### config.mk
export PLATFORM = sky130hd
export DESIGN_NAME = i2c_target_flat
export DESIGN_NICKNAME = d
export VERILOG_FILES = /design/src/rtl/i2c_target_if.sv /design/src/rtl/i2c_target.sv /design/src/flat_wrapper.sv
export SDC_FILE = /design/constraint.sdc
export NUM_CORES = 1
export LEC_CHECK = 0
export ABC_AREA = 1
export CAP_MARGIN = 20
export CORE_MARGIN = 3
export CORE_UTILIZATION = 40
export DETAILED_ROUTE_END_ITERATION = 6
export PLACE_DENSITY = 0.57
export SLEW_MARGIN = 25
export SYNTH_ARGS = -nofsm -noshare
export SYNTH_HDL_FRONTEND = slang
export SYNTH_SLANG_ARGS = --single-unit
### constraint.sdc
create_clock -name clk -period 6.4 [get_ports clk]
set_input_delay 0.96 -clock clk [delete_from_list [all_inputs] [get_ports clk]]
set_output_delay 0.96 -clock clk [all_outputs]
set_load 0.05 [all_outputs]
### src/rtl/i2c_target_if.sv
// Open-drain I2C pad bundle between a bus master model and the target.
// The target only pulls SDA low; the raw line is seen back on sda_in.
interface i2c_target_if;
    logic scl_in;
    logic sda_in;
    logic sda_oe;

    modport master (
        output scl_in,
        output sda_in,
        input  sda_oe
    );

    modport slave (
        input  scl_in,
        input  sda_in,
        output sda_oe
    );
endinterface

### src/rtl/i2c_target.sv
// Oversampled I2C target with one device address and a small byte bank.
// Supports pointer write, auto-increment burst write and burst read.
module i2c_target #(
    parameter logic [6:0] DEV_ADDR = 7'h39,
    parameter int         AW       = 4
) (
    input  logic          clk,
    input  logic          rst,
    i2c_target_if.slave   bus,
    output logic          wr_stb,
    output logic [AW-1:0] wr_addr,
    output logic [7:0]    wr_data,
    input  logic [AW-1:0] dbg_addr,
    output logic [7:0]    dbg_data,
    output logic          busy,
    output logic          addressed
);

    typedef enum logic [3:0] {
        IDLE,
        ADDR,
        ADDR_ACK,
        PTR,
        PTR_ACK,
        WDATA,
        WDATA_ACK,
        RDATA,
        RDATA_ACK,
        IGNORE
    } state_t;

    state_t state, state_n;

    logic [2:0]    scl_q, sda_q;
    logic [2:0]    cnt, cnt_n;
    logic [7:0]    shreg, shreg_n;
    logic          rw, rw_n;
    logic [AW-1:0] ptr, ptr_n;
    logic          oe, oe_n;
    logic          busy_n, addr_n, stb_n;
    logic [AW-1:0] waddr_n;
    logic [7:0]    wdata_n;
    logic          bank_we;
    logic [7:0]    bank [2**AW];

    logic scl_s, scl_h, sda_s, sda_h;
    logic scl_rise, scl_fall, start, stop;
    logic [7:0] byte_in, rd_byte;

    assign scl_s = scl_q[1];
    assign scl_h = scl_q[2];
    assign sda_s = sda_q[1];
    assign sda_h = sda_q[2];

    assign scl_rise = scl_s & ~scl_h;
    assign scl_fall = ~scl_s & scl_h;
    assign start    = scl_s & scl_h & sda_h & ~sda_s;
    assign stop     = scl_s & scl_h & ~sda_h & sda_s;

    assign byte_in    = {shreg[6:0], sda_s};
    assign rd_byte    = bank[ptr];
    assign dbg_data   = bank[dbg_addr];
    assign bus.sda_oe = oe;

    // [0:1] synchronize the pads, [2] is the history sample for edges
    always_ff @(posedge clk or posedge rst) begin
        if (rst) begin
            scl_q <= 3'b111;
            sda_q <= 3'b111;
        end else begin
            scl_q <= {scl_q[1:0], bus.scl_in};
            sda_q <= {sda_q[1:0], bus.sda_in};
        end
    end

    always_ff @(posedge clk or posedge rst) begin
        if (rst) begin
            state     <= IDLE;
            cnt       <= '0;
            shreg     <= '0;
            rw        <= 1'b0;
            ptr       <= '0;
            oe        <= 1'b0;
            busy      <= 1'b0;
            addressed <= 1'b0;
            wr_stb    <= 1'b0;
            wr_addr   <= '0;
            wr_data   <= '0;
            for (int i = 0; i < 2**AW; i++) begin
                bank[i] <= '0;
            end
        end else begin
            state     <= state_n;
            cnt       <= cnt_n;
            shreg     <= shreg_n;
            rw        <= rw_n;
            ptr       <= ptr_n;
            oe        <= oe_n;
            busy      <= busy_n;
            addressed <= addr_n;
            wr_stb    <= stb_n;
            wr_addr   <= waddr_n;
            wr_data   <= wdata_n;
            if (bank_we) begin
                bank[waddr_n] <= wdata_n;
            end
        end
    end

    always_comb begin
        state_n = state;
        cnt_n   = cnt;
        shreg_n = shreg;
        rw_n    = rw;
        ptr_n   = ptr;
        oe_n    = oe;
        busy_n  = busy;
        addr_n  = addressed;
        stb_n   = 1'b0;
        waddr_n = wr_addr;
        wdata_n = wr_data;
        bank_we = 1'b0;

        if (start) begin
            state_n = ADDR;
            cnt_n   = '0;
            oe_n    = 1'b0;
            busy_n  = 1'b1;
            addr_n  = 1'b0;
        end else if (stop) begin
            state_n = IDLE;
            oe_n    = 1'b0;
            busy_n  = 1'b0;
            addr_n  = 1'b0;
        end else begin
            unique case (state)
                ADDR: begin
                    if (scl_rise) begin
                        shreg_n = byte_in;
                        cnt_n   = cnt + 3'd1;
                        if (cnt == 3'd7) begin
                            if (byte_in[7:1] == DEV_ADDR) begin
                                addr_n  = 1'b1;
                                rw_n    = byte_in[0];
                                state_n = ADDR_ACK;
                            end else begin
                                state_n = IGNORE;
                            end
                        end
                    end
                end
                PTR: begin
                    if (scl_rise) begin
                        shreg_n = byte_in;
                        cnt_n   = cnt + 3'd1;
                        if (cnt == 3'd7) begin
                            ptr_n   = byte_in[AW-1:0];
                            state_n = PTR_ACK;
                        end
                    end
                end
                WDATA: begin
                    if (scl_rise) begin
                        shreg_n = byte_in;
                        cnt_n   = cnt + 3'd1;
                        if (cnt == 3'd7) begin
                            bank_we = 1'b1;
                            stb_n   = 1'b1;
                            waddr_n = ptr;
                            wdata_n = byte_in;
                            ptr_n   = ptr + AW'(1);
                            state_n = WDATA_ACK;
                        end
                    end
                end
                // cnt 0: first fall pulls ACK; cnt 1: second fall ends it
                ADDR_ACK, PTR_ACK, WDATA_ACK: begin
                    if (scl_fall) begin
                        if (cnt == 3'd0) begin
                            oe_n  = 1'b1;
                            cnt_n = 3'd1;
                        end else begin
                            oe_n  = 1'b0;
                            cnt_n = '0;
                            if (state == ADDR_ACK && rw) begin
                                shreg_n = rd_byte;
                                ptr_n   = ptr + AW'(1);
                                oe_n    = ~rd_byte[7];
                                cnt_n   = 3'd1;
                                state_n = RDATA;
                            end else if (state == ADDR_ACK) begin
                                state_n = PTR;
                            end else begin
                                state_n = WDATA;
                            end
                        end
                    end
                end
                // cnt counts bits already driven; wraps to 0 after the 8th
                RDATA: begin
                    if (scl_fall) begin
                        if (cnt == 3'd0) begin
                            oe_n    = 1'b0;
                            state_n = RDATA_ACK;
                        end else begin
                            oe_n    = ~shreg[6];
                            shreg_n = {shreg[6:0], 1'b0};
                            cnt_n   = cnt + 3'd1;
                        end
                    end
                end
                RDATA_ACK: begin
                    if (scl_rise) begin
                        if (sda_s) begin
                            oe_n    = 1'b0;
                            state_n = IGNORE;
                        end else begin
                            cnt_n = 3'd1;
                        end
                    end else if (scl_fall && cnt == 3'd1) begin
                        shreg_n = rd_byte;
                        ptr_n   = ptr + AW'(1);
                        oe_n    = ~rd_byte[7];
                        cnt_n   = 3'd1;
                        state_n = RDATA;
                    end
                end
                IDLE, IGNORE: begin
                    oe_n = 1'b0;
                end
                default: begin
                    oe_n    = 1'b0;
                    state_n = IDLE;
                end
            endcase
        end
    end

endmodule

### src/flat_wrapper.sv
// flat-port wrapper written by rule: the top's interface ports become plain ports
module i2c_target_flat 
#(
    parameter logic [6:0] DEV_ADDR = 7'h39,
    parameter int         AW       = 4
)
  (clk, rst, wr_stb, wr_addr, wr_data, dbg_addr, dbg_data, busy, addressed, bus_scl_in, bus_sda_in, bus_sda_oe);
  i2c_target_if bus_i ();
  input  logic clk;
  input  logic rst;
  output logic wr_stb;
  output logic [AW-1:0] wr_addr;
  output logic [7:0] wr_data;
  input  logic [AW-1:0] dbg_addr;
  output logic [7:0] dbg_data;
  output logic busy;
  output logic addressed;
  input wire logic [$bits(bus_i.scl_in)-1:0] bus_scl_in;
  input wire logic [$bits(bus_i.sda_in)-1:0] bus_sda_in;
  output wire logic [$bits(bus_i.sda_oe)-1:0] bus_sda_oe;
  assign bus_i.scl_in = bus_scl_in;
  assign bus_i.sda_in = bus_sda_in;
  assign bus_sda_oe = bus_i.sda_oe;
  i2c_target #(.DEV_ADDR(DEV_ADDR), .AW(AW)) u_core (.clk(clk), .rst(rst), .bus(bus_i), .wr_stb(wr_stb), .wr_addr(wr_addr), .wr_data(wr_data), .dbg_addr(dbg_addr), .dbg_data(dbg_data), .busy(busy), .addressed(addressed));
endmodule
==> results of run 1 <==
## metrics by stage
stage,area (um^2),power (mW),util (%)
5_1_grt,11000,3.54,45.9
6_report,11000,3.34,45.9
4_1_cts,11000,3.35,45.9
2_1_floorplan,9920,1.86,-
3_3_place_gp,10300,2.14,43.0
3_5_place_dp,10300,2.14,43.0
## per-layer routing
metal | GRT usage, % | share of wire [%] | up-vias
li1 | - | - | 4181
met1 | 31.6 | 46 | 4061
met2 | 35.1 | 46 | 238
met3 | 4.18 | 5.2 | 41
met4 | 7.15 | 2.2 | 0
met5 | 0 | 0 | -
## worst paths after layout
path | cells after the start | slack (ps) | start | to
worst max-delay path | 7 | 1610 | dbg_addr[1] | dbg_data[3]
worst min-delay path | 0 | 360 | u_core.sda_q[0] | u_core.sda_q[1]
min in group asynchronous | 2 | 1000 | rst | u_core.bank[48]
max in group asynchronous | 3 | 4390 | rst | u_core.wr_addr[0]
worst max register to register | 7 | 3250 | u_core.ptr[0] | u_core.bank[51]
worst min register to register | 0 | 360 | u_core.sda_q[0] | u_core.sda_q[1]
## cell families after synthesis
group,share of synthesized area [%]
AOI/OAI and AO/OA,16.4
xor gates and xnor gates,0.177
adders and majority gates,0.631
buffers and inverters,7.76
DFF,42.7
muxes,2.83
and+or+nand+nor,29.4
## power breakdown
group          internal [mW]  switching, mW  total, mW
sequential              1.11         0.0417       1.16
combinational          0.258          0.723      0.981
clock                  0.738          0.468       1.21
## registers in the layout, summed over array words and instances, names as in the netlist
name,count
u_core.wr_data,8
u_core.ptr,4
u_core.wr_stb,1
u_core.scl_q,3
u_core.bank,128
u_core.shreg,7
u_core.cnt,3
u_core.state,4
u_core.busy,1
u_core.rw,1
u_core.sda_q,3
u_core.bus.sda_oe,1
u_core.addressed,1
u_core.wr_addr,4
## layout make-up
class	instances	share of cell area, %
inverter	90	3.17
clock buffer	18	3.92
timing repair buffer	40	3.54
clock inverter	14	2.23
multi-input combinational	940	44.8
tap	319	3.64
sequential	169	38.7
## worst max-delay path, stage by stage
cell and delay, ps:
sky130_fd_sc_hd__clkdlybuf4s50_1 600, sky130_fd_sc_hd__buf_4 310, sky130_fd_sc_hd__inv_1 650, sky130_fd_sc_hd__o21ai_0 210, sky130_fd_sc_hd__o211ai_1 230, sky130_fd_sc_hd__nand2_1 130
sky130_fd_sc_hd__clkdlybuf4s50_1 730
## cells in the final DEF, fill, tap and decap left out, types with 2 or more instances in the layout
cell type / netlist / final
sky130_fd_sc_hd__nor2_1: 38 / 38
sky130_fd_sc_hd__nor2_2: 4 / 4
sky130_fd_sc_hd__o21ai_0: 79 / 79
sky130_fd_sc_hd__o21ai_1: 57 / 57
sky130_fd_sc_hd__clkdlybuf4s50_1: 0 / 30
sky130_fd_sc_hd__inv_1: 77 / 76
sky130_fd_sc_hd__o21ai_4: 4 / 4
sky130_fd_sc_hd__bufinv_16: 0 / 6
sky130_fd_sc_hd__a21oi_1: 43 / 43
sky130_fd_sc_hd__nor2_4: 5 / 5
sky130_fd_sc_hd__nand2_4: 12 / 12
sky130_fd_sc_hd__clkbuf_16: 0 / 17
sky130_fd_sc_hd__o211ai_1: 31 / 31
sky130_fd_sc_hd__ha_1: 5 / 5
sky130_fd_sc_hd__nand3_2: 2 / 2
sky130_fd_sc_hd__buf_4: 3 / 9
sky130_fd_sc_hd__nand2_1: 390 / 390
sky130_fd_sc_hd__o21ai_2: 47 / 47
sky130_fd_sc_hd__nor3_1: 3 / 3
sky130_fd_sc_hd__nor2_8: 4 / 4
sky130_fd_sc_hd__clkinv_4: 0 / 2
sky130_fd_sc_hd__nand3_4: 2 / 2
sky130_fd_sc_hd__mux2i_1: 28 / 28
sky130_fd_sc_hd__inv_6: 0 / 3
sky130_fd_sc_hd__dfstp_2: 6 / 6
sky130_fd_sc_hd__clkinv_2: 2 / 4
sky130_fd_sc_hd__clkinv_1: 3 / 2
sky130_fd_sc_hd__nand3_1: 165 / 165
sky130_fd_sc_hd__nand2_2: 11 / 11
sky130_fd_sc_hd__o221ai_1: 2 / 2
sky130_fd_sc_hd__dfrtp_1: 163 / 162
sky130_fd_sc_hd__inv_2: 7 / 8
==> impl_summary.log, run 1 <==
INFO  metric status = finished clean
INFO  metric initial_antenna_violation_count = 0
INFO  metric detailed_place_hpwl = between 15000 and 20000 um
INFO  metric critical_path_capture_point_type = output pin
INFO  metric yosys_warnings = 0
INFO  metric timing.critical_path.arrival = roughly 3800 ps
INFO  metric layout-drive-gt1-share = 12.1%
INFO  metric htreeDepth = 4
INFO  metric rsz_0062_raised_after_global_routing = false
INFO  metric drt.antenna.violating_nets = 0
INFO  metric post_drt_via_cell_ratio = 5.36
INFO  metric synth-edff-count = 0
INFO  metric postSynthCellCount = about 1300
INFO  metric floorplan_die_width = 163 um
INFO  metric tritoncts_num_sinks = 169
INFO  metric critPathRequiredTime = 5440 ps
INFO  metric cts.repair.resized = 0
INFO  metric slew-limit-headroom = 30.6%
INFO  metric startpoint_type = primary input
INFO  metric number_of_global_route_vias_before_repair = just over 8000
INFO  metric detail_route.drc_violations = 0
INFO  metric wire_length_of_the_first_global_routing_pass = 46500 um
INFO  metric final-max-slew-violation-count = 0
INFO  metric cts_buffers = 17
INFO  metric postCtsSetupRepairBufs = 0
INFO  metric fmaxAchievable = 209 MHz
INFO  metric multiInputGateArea = 4910 um^2
INFO  metric port_buffers = 31
INFO  metric cts.hold.buffers_added = 0
INFO  metric synthMostInstantiatedCell = sky130_fd_sc_hd__nand2_1
INFO  metric fin_cells = 1590
INFO  metric root_buffer = sky130_fd_sc_hd__clkbuf_16
INFO  metric synth_cell_types = 42
INFO  metric place_inst = about 1600
INFO  metric final_replace_weighted_congestion = 0.866
INFO  metric dp_worst_setup_slack = 1590 ps
INFO  metric drt_first_pass_iters = 7
INFO  metric dr_vias = 8521
INFO  metric clock_edge_transition_at_the_registers_on_the_reported_setup_and_hold_paths = 70 ps
INFO  metric crit_type = in2out
INFO  metric min_period = 4790 ps
INFO  metric antenna_cells_inserted = 0
INFO  metric area_occupied_by_registers = 4240 um^2
INFO  metric synthesis.area_per_instance = 7.78 um^2
INFO  metric synth.cells.most_frequent = sky130_fd_sc_hd__nand2_1 (390), sky130_fd_sc_hd__nand3_1 (165), sky130_fd_sc_hd__dfrtp_1 (163)
INFO  metric clk_buf_depth = 2
INFO  metric die_h = 163 um
INFO  metric power_per_cell_area = 305 nW/um^2
INFO  metric synth.yosys.seq_area_share = between 40% and 50%
INFO  metric postLayoutSetupSlackWorst = between 1500 and 2000 ps
INFO  metric hold_viol_final = 0
INFO  metric initialDrtViolationCount = 702
INFO  metric yosys-top-cells-area = sky130_fd_sc_hd__dfrtp_1 (41%), sky130_fd_sc_hd__nand2_1 (15%), sky130_fd_sc_hd__nand3_1 (8.3%)
INFO  metric power.leakage = approximately 4.9 nW
INFO  metric grt.overflow.total = 0
INFO  metric drv_cap = 0
INFO  metric synth.ff_latch_count = 169
INFO  metric fin_worst_hold_slack = 356 ps
INFO  metric die_footprint = 26700 um^2
INFO  metric fillCellCount = 2386
INFO  metric syn-cell-area = 9920 um^2
INFO  metric worstSkewPairLatency = 440 ps
INFO  metric cts_tree = yes
INFO  metric initial_cell_density_of_the_core = 41.5%
INFO  metric wirelength = ~29000 um
INFO  metric crit_fanout = 29
INFO  metric yosysTopAreaCellShare = 41.1%
INFO  metric postSynth.topFlopCell = sky130_fd_sc_hd__dfrtp_1
INFO  metric fin_skew = ~13 ps
INFO  metric ir_drop = 199 uV
INFO  metric layout.nets = 1271
INFO  metric final_cycle_share = 74.8%
INFO  metric synth-async-reset-ratio = 100%
INFO  metric final.setup.tns = 0 ps
INFO  metric rows = 56
INFO  metric min-delay-path-class = reg2reg
INFO  metric num_io_pins = 32
INFO  metric core_area = approximately 24000 um^2
INFO  metric synthDominantAreaCellType = sky130_fd_sc_hd__dfrtp_1
INFO  metric area.growth.synth_to_final = 10.5%
INFO  metric tightestPinTransition = approximately 1000 ps
INFO  metric final_setup_vio_count = 0
INFO  metric synth_nets = 1288
INFO  metric gr-usage-all-layers = 22.5%
INFO  metric wl_per_cell = about 18 um
INFO  metric maximum_number_of_pins_on_one_net_before_global_route_repair = 102
(Power assumes the default switching activity.)
==> inputs of run 2 (changes only) <==
--- a/config.mk
+++ b/config.mk
@@ -10,7 +10,7 @@
 export CORE_MARGIN = 3
 export CORE_UTILIZATION = 40
 export DETAILED_ROUTE_END_ITERATION = 6
-export PLACE_DENSITY = 0.57
+export PLACE_DENSITY = 0.59
 export SLEW_MARGIN = 25
 export SYNTH_ARGS = -nofsm -noshare
 export SYNTH_HDL_FRONTEND = slang
==> constraint.sdc (replaced) <==
create_clock -name clk -period 3.9 [get_ports clk]
set_input_delay 0.585 -clock clk [delete_from_list [all_inputs] [get_ports clk]]
set_output_delay 0.585 -clock clk [all_outputs]
set_load 0.05 [all_outputs]
==> run 2 against run 1 <==
Via count grew 1.5%. Sequential power grew 64%. Largest cell class unchanged. Final cell count grew 0.44%. Clock power grew 47%. Clock skew shrank 4.5 ps. Routed wire length shrank 1.4%. Total power grew 59%. Critical path depth grew 1. Non-clock buffer count grew 7. Clock-buffer cell count grew 3. Combinational power grew 66%.
==> impl_summary.log, run 2 (synthesis gave the netlist of run 1 again) <==
INFO  metric status = finished clean
INFO  metric largest_register_ffs = 128 (unchanged)
INFO  metric worst_r2r_startpoint = u_core.cnt[0]
INFO  metric root_buffer = sky130_fd_sc_hd__clkbuf_16
INFO  metric initial_antenna_violation_count = 0 (unchanged)
INFO  metric min_period = just under 3000 ps
INFO  metric ir_drop = 300 uV (+51%)
INFO  metric final-max-slew-violation-count = 0 (unchanged)
INFO  metric regMostFlops = u_core.bank
INFO  metric utilization = 46.2% (+0.36 points)
INFO  metric final_cycle_share = 74.4%
INFO  metric clock_edge_transition_at_the_registers_on_the_reported_setup_and_hold_paths = 70 ps (about the same)
INFO  metric drt_first_pass_iters = 5 (-2)
INFO  metric internal_power_summed_over_all_cells = 3.30 mW (+56%)
INFO  metric initial_cell_density_of_the_core = 41.5% (unchanged)
INFO  metric top_flop_regs = u_core.bank x128, u_core.wr_data x8, u_core.shreg x7
INFO  metric grt.overflow.total = 0 (unchanged)
INFO  metric num_io_pins = 32 (unchanged)
INFO  metric cts_tree = yes
INFO  metric floorplan_die_width = 163 um (unchanged)
INFO  metric layout-drive-gt1-share = 13.3% (+1.2 points)
INFO  metric final.setup.tns = 0 ps (unchanged)
INFO  metric cts_buffers = 17 (unchanged)
INFO  metric wl_per_cell = 17.8 um (-1.9%)
INFO  metric detailed_place_hpwl = 18600 um (-2.5%)
INFO  metric switching_share = 37.8% (+0.92 points)
INFO  metric timing.critical_path.arrival = 2320 ps (-1510 ps)
INFO  metric clk_buf_depth = 2 (unchanged)
INFO  metric htreeDepth = 4 (unchanged)
INFO  metric cts.repair.resized = 0 (unchanged)
INFO  metric number_of_global_route_vias_before_repair = 8225 (+0.88%)
INFO  metric most-common-layout-cells = sky130_fd_sc_hd__nand2_1 (390), sky130_fd_sc_hd__nand3_1 (165), sky130_fd_sc_hd__dfrtp_1 (162)
INFO  metric power.leakage = 4.90 nW (+0.83%)
INFO  metric layout.cells.most_common = sky130_fd_sc_hd__nand2_1
INFO  metric rows = 56 (unchanged)
INFO  metric initialDrtViolationCount = 671 (-4.4%)
INFO  metric dpl-instance-area = 10400 um^2 (+1.4%)
INFO  metric slew-limit-headroom = 40.5% (+9.9 points)
INFO  metric switchingPower = 2.01 mW (+63%)
INFO  metric wirelength = 28500 um (-1.4%)
INFO  metric antenna_cells_inserted = 0 (unchanged)
INFO  metric port_buffers = 31 (unchanged)
INFO  metric drv_cap = 0 (unchanged)
INFO  metric tritoncts_num_sinks = 169 (unchanged)
INFO  metric crit_type = in2out
INFO  metric postLayoutSetupSlackWorst = 999 ps (-612 ps)
INFO  metric tightestPinTransition = 893 ps (-149 ps)
INFO  metric crit_fanout = 68 (+130%)
INFO  metric fin_area = 11000 um^2 (+0.79%)
INFO  metric postCtsSetupRepairBufs = 0 (unchanged)
INFO  metric fin_skew = 8.86 ps (-4.45 ps)
INFO  metric detail_route.drc_violations = 0 (unchanged)
INFO  metric layout.nets = 1278 (+0.55%)
INFO  metric core_area = 23900 um^2 (unchanged)
INFO  metric dp_worst_setup_slack = 995 ps (-591 ps)
INFO  metric cts.hold.buffers_added = 0 (unchanged)
INFO  metric wire_length_of_the_first_global_routing_pass = 46300 um (-0.37%)
INFO  metric design_power_total = 5.31 mW (+59%)
INFO  metric critPathRequiredTime = 3310 ps (-2130 ps)
INFO  metric critical_path_capture_point_type = output pin
INFO  metric fmaxAchievable = around 340 MHz
INFO  metric holdCritStartpoint = u_core.scl_q[0]
INFO  metric rsz_0062_raised_after_global_routing = false
INFO  metric clock_power_share = 33.5% (-2.6 points)
INFO  metric area.growth.synth_to_final = 11.4%
INFO  metric power.share.sequential = 35.8% (+1.2 points)
INFO  metric die_footprint = 26700 um^2 (unchanged)
INFO  metric die_h = 163 um (unchanged)
INFO  metric startpoint_type = primary input
INFO  metric drt.antenna.violating_nets = 0 (unchanged)
INFO  metric power_per_cell_area = 481 nW/um^2 (+58%)
INFO  metric maximum_number_of_pins_on_one_net_before_global_route_repair = 90 (-12%)
INFO  metric gr-usage-all-layers = 22.1% (-0.33 points)
INFO  metric critical_path.startpoint = dbg_addr[0]
INFO  metric post_drt_via_cell_ratio = 5.41 (+1.0%)
INFO  metric final_setup_vio_count = 0 (unchanged)
INFO  metric comb_power_share = 30.6% (+1.3 points)
INFO  metric min-delay-path-class = reg2reg
INFO  metric dr_vias = 8645 (+1.5%)
INFO  metric final_replace_weighted_congestion = 0.875 (+1.0%)
INFO  metric hold_viol_final = 0 (unchanged)
INFO  metric worstSkewPairLatency = 430 ps (about the same)
==> run 2: cell type report <==
cell class	instances	area (um^2)
clock inverter	11	135
tap	319	399
sequential	169	4240
inverter	90	347
fill	2370	12900
multi-input combinational	940	4910
clock buffer	21	480
timing repair buffer	47	533
==> run 2: power groups by stage <==
stage | Clock (mW) | Sequential (mW) | Combinational [mW]
after floorplan | 0 | 1.92 | 1.13
after global placement | 0 | 1.93 | 1.60
after detailed placement | 0 | 1.93 | 1.61
after CTS | 1.81 | 1.90 | 1.62
after global routing | 1.88 | 1.91 | 1.81
final | 1.78 | 1.90 | 1.63
==> run 2: per-stage QoR <==
| step | hold WS, ps | std cells |
|---|---|---|
| global placement | 346 | 1565 |
| CTS | 355 | 1597 |
| finish | 356 | 1597 |
| global route | 362 | 1597 |
| detailed placement | 347 | 1565 |
| floorplan | 345 | 1275 |
==> run 2: final timing paths <==
path / end / slack, ps / cells after the start
setup / recovery: dbg_data[0] / 1000 / 8
hold / removal: u_core.scl_q[1] / 360 / 0
setup reg to reg: u_core.bank[53] / 1210 / 9
hold reg to reg: u_core.scl_q[1] / 360 / 0
max in group asynchronous: u_core.bank[89] / 2800 / 3
min in group asynchronous: u_core.bank[2] / 400 / 2
==> run 2: layer usage <==
layer  part of all wire (%)  global-route usage (%)  up-vias  wire, um
met4                    1.9                    6.61        0       555
met3                    4.6                    3.14       34      1300
met5                      0                       0        -         0
met2                     46                    35.0      258     13200
li1                       -                       -     4196         -
met1                     47                    31.5     4157     13400
==> run 2: worst max-delay path, stage by stage <==
cell,delay [ps]
sky130_fd_sc_hd__buf_4,640
sky130_fd_sc_hd__buf_4,320
sky130_fd_sc_hd__a21oi_1,80
sky130_fd_sc_hd__o21ai_0,90
sky130_fd_sc_hd__o21ai_0,100
sky130_fd_sc_hd__o211ai_1,180
sky130_fd_sc_hd__nand2_1,120
sky130_fd_sc_hd__buf_12,160
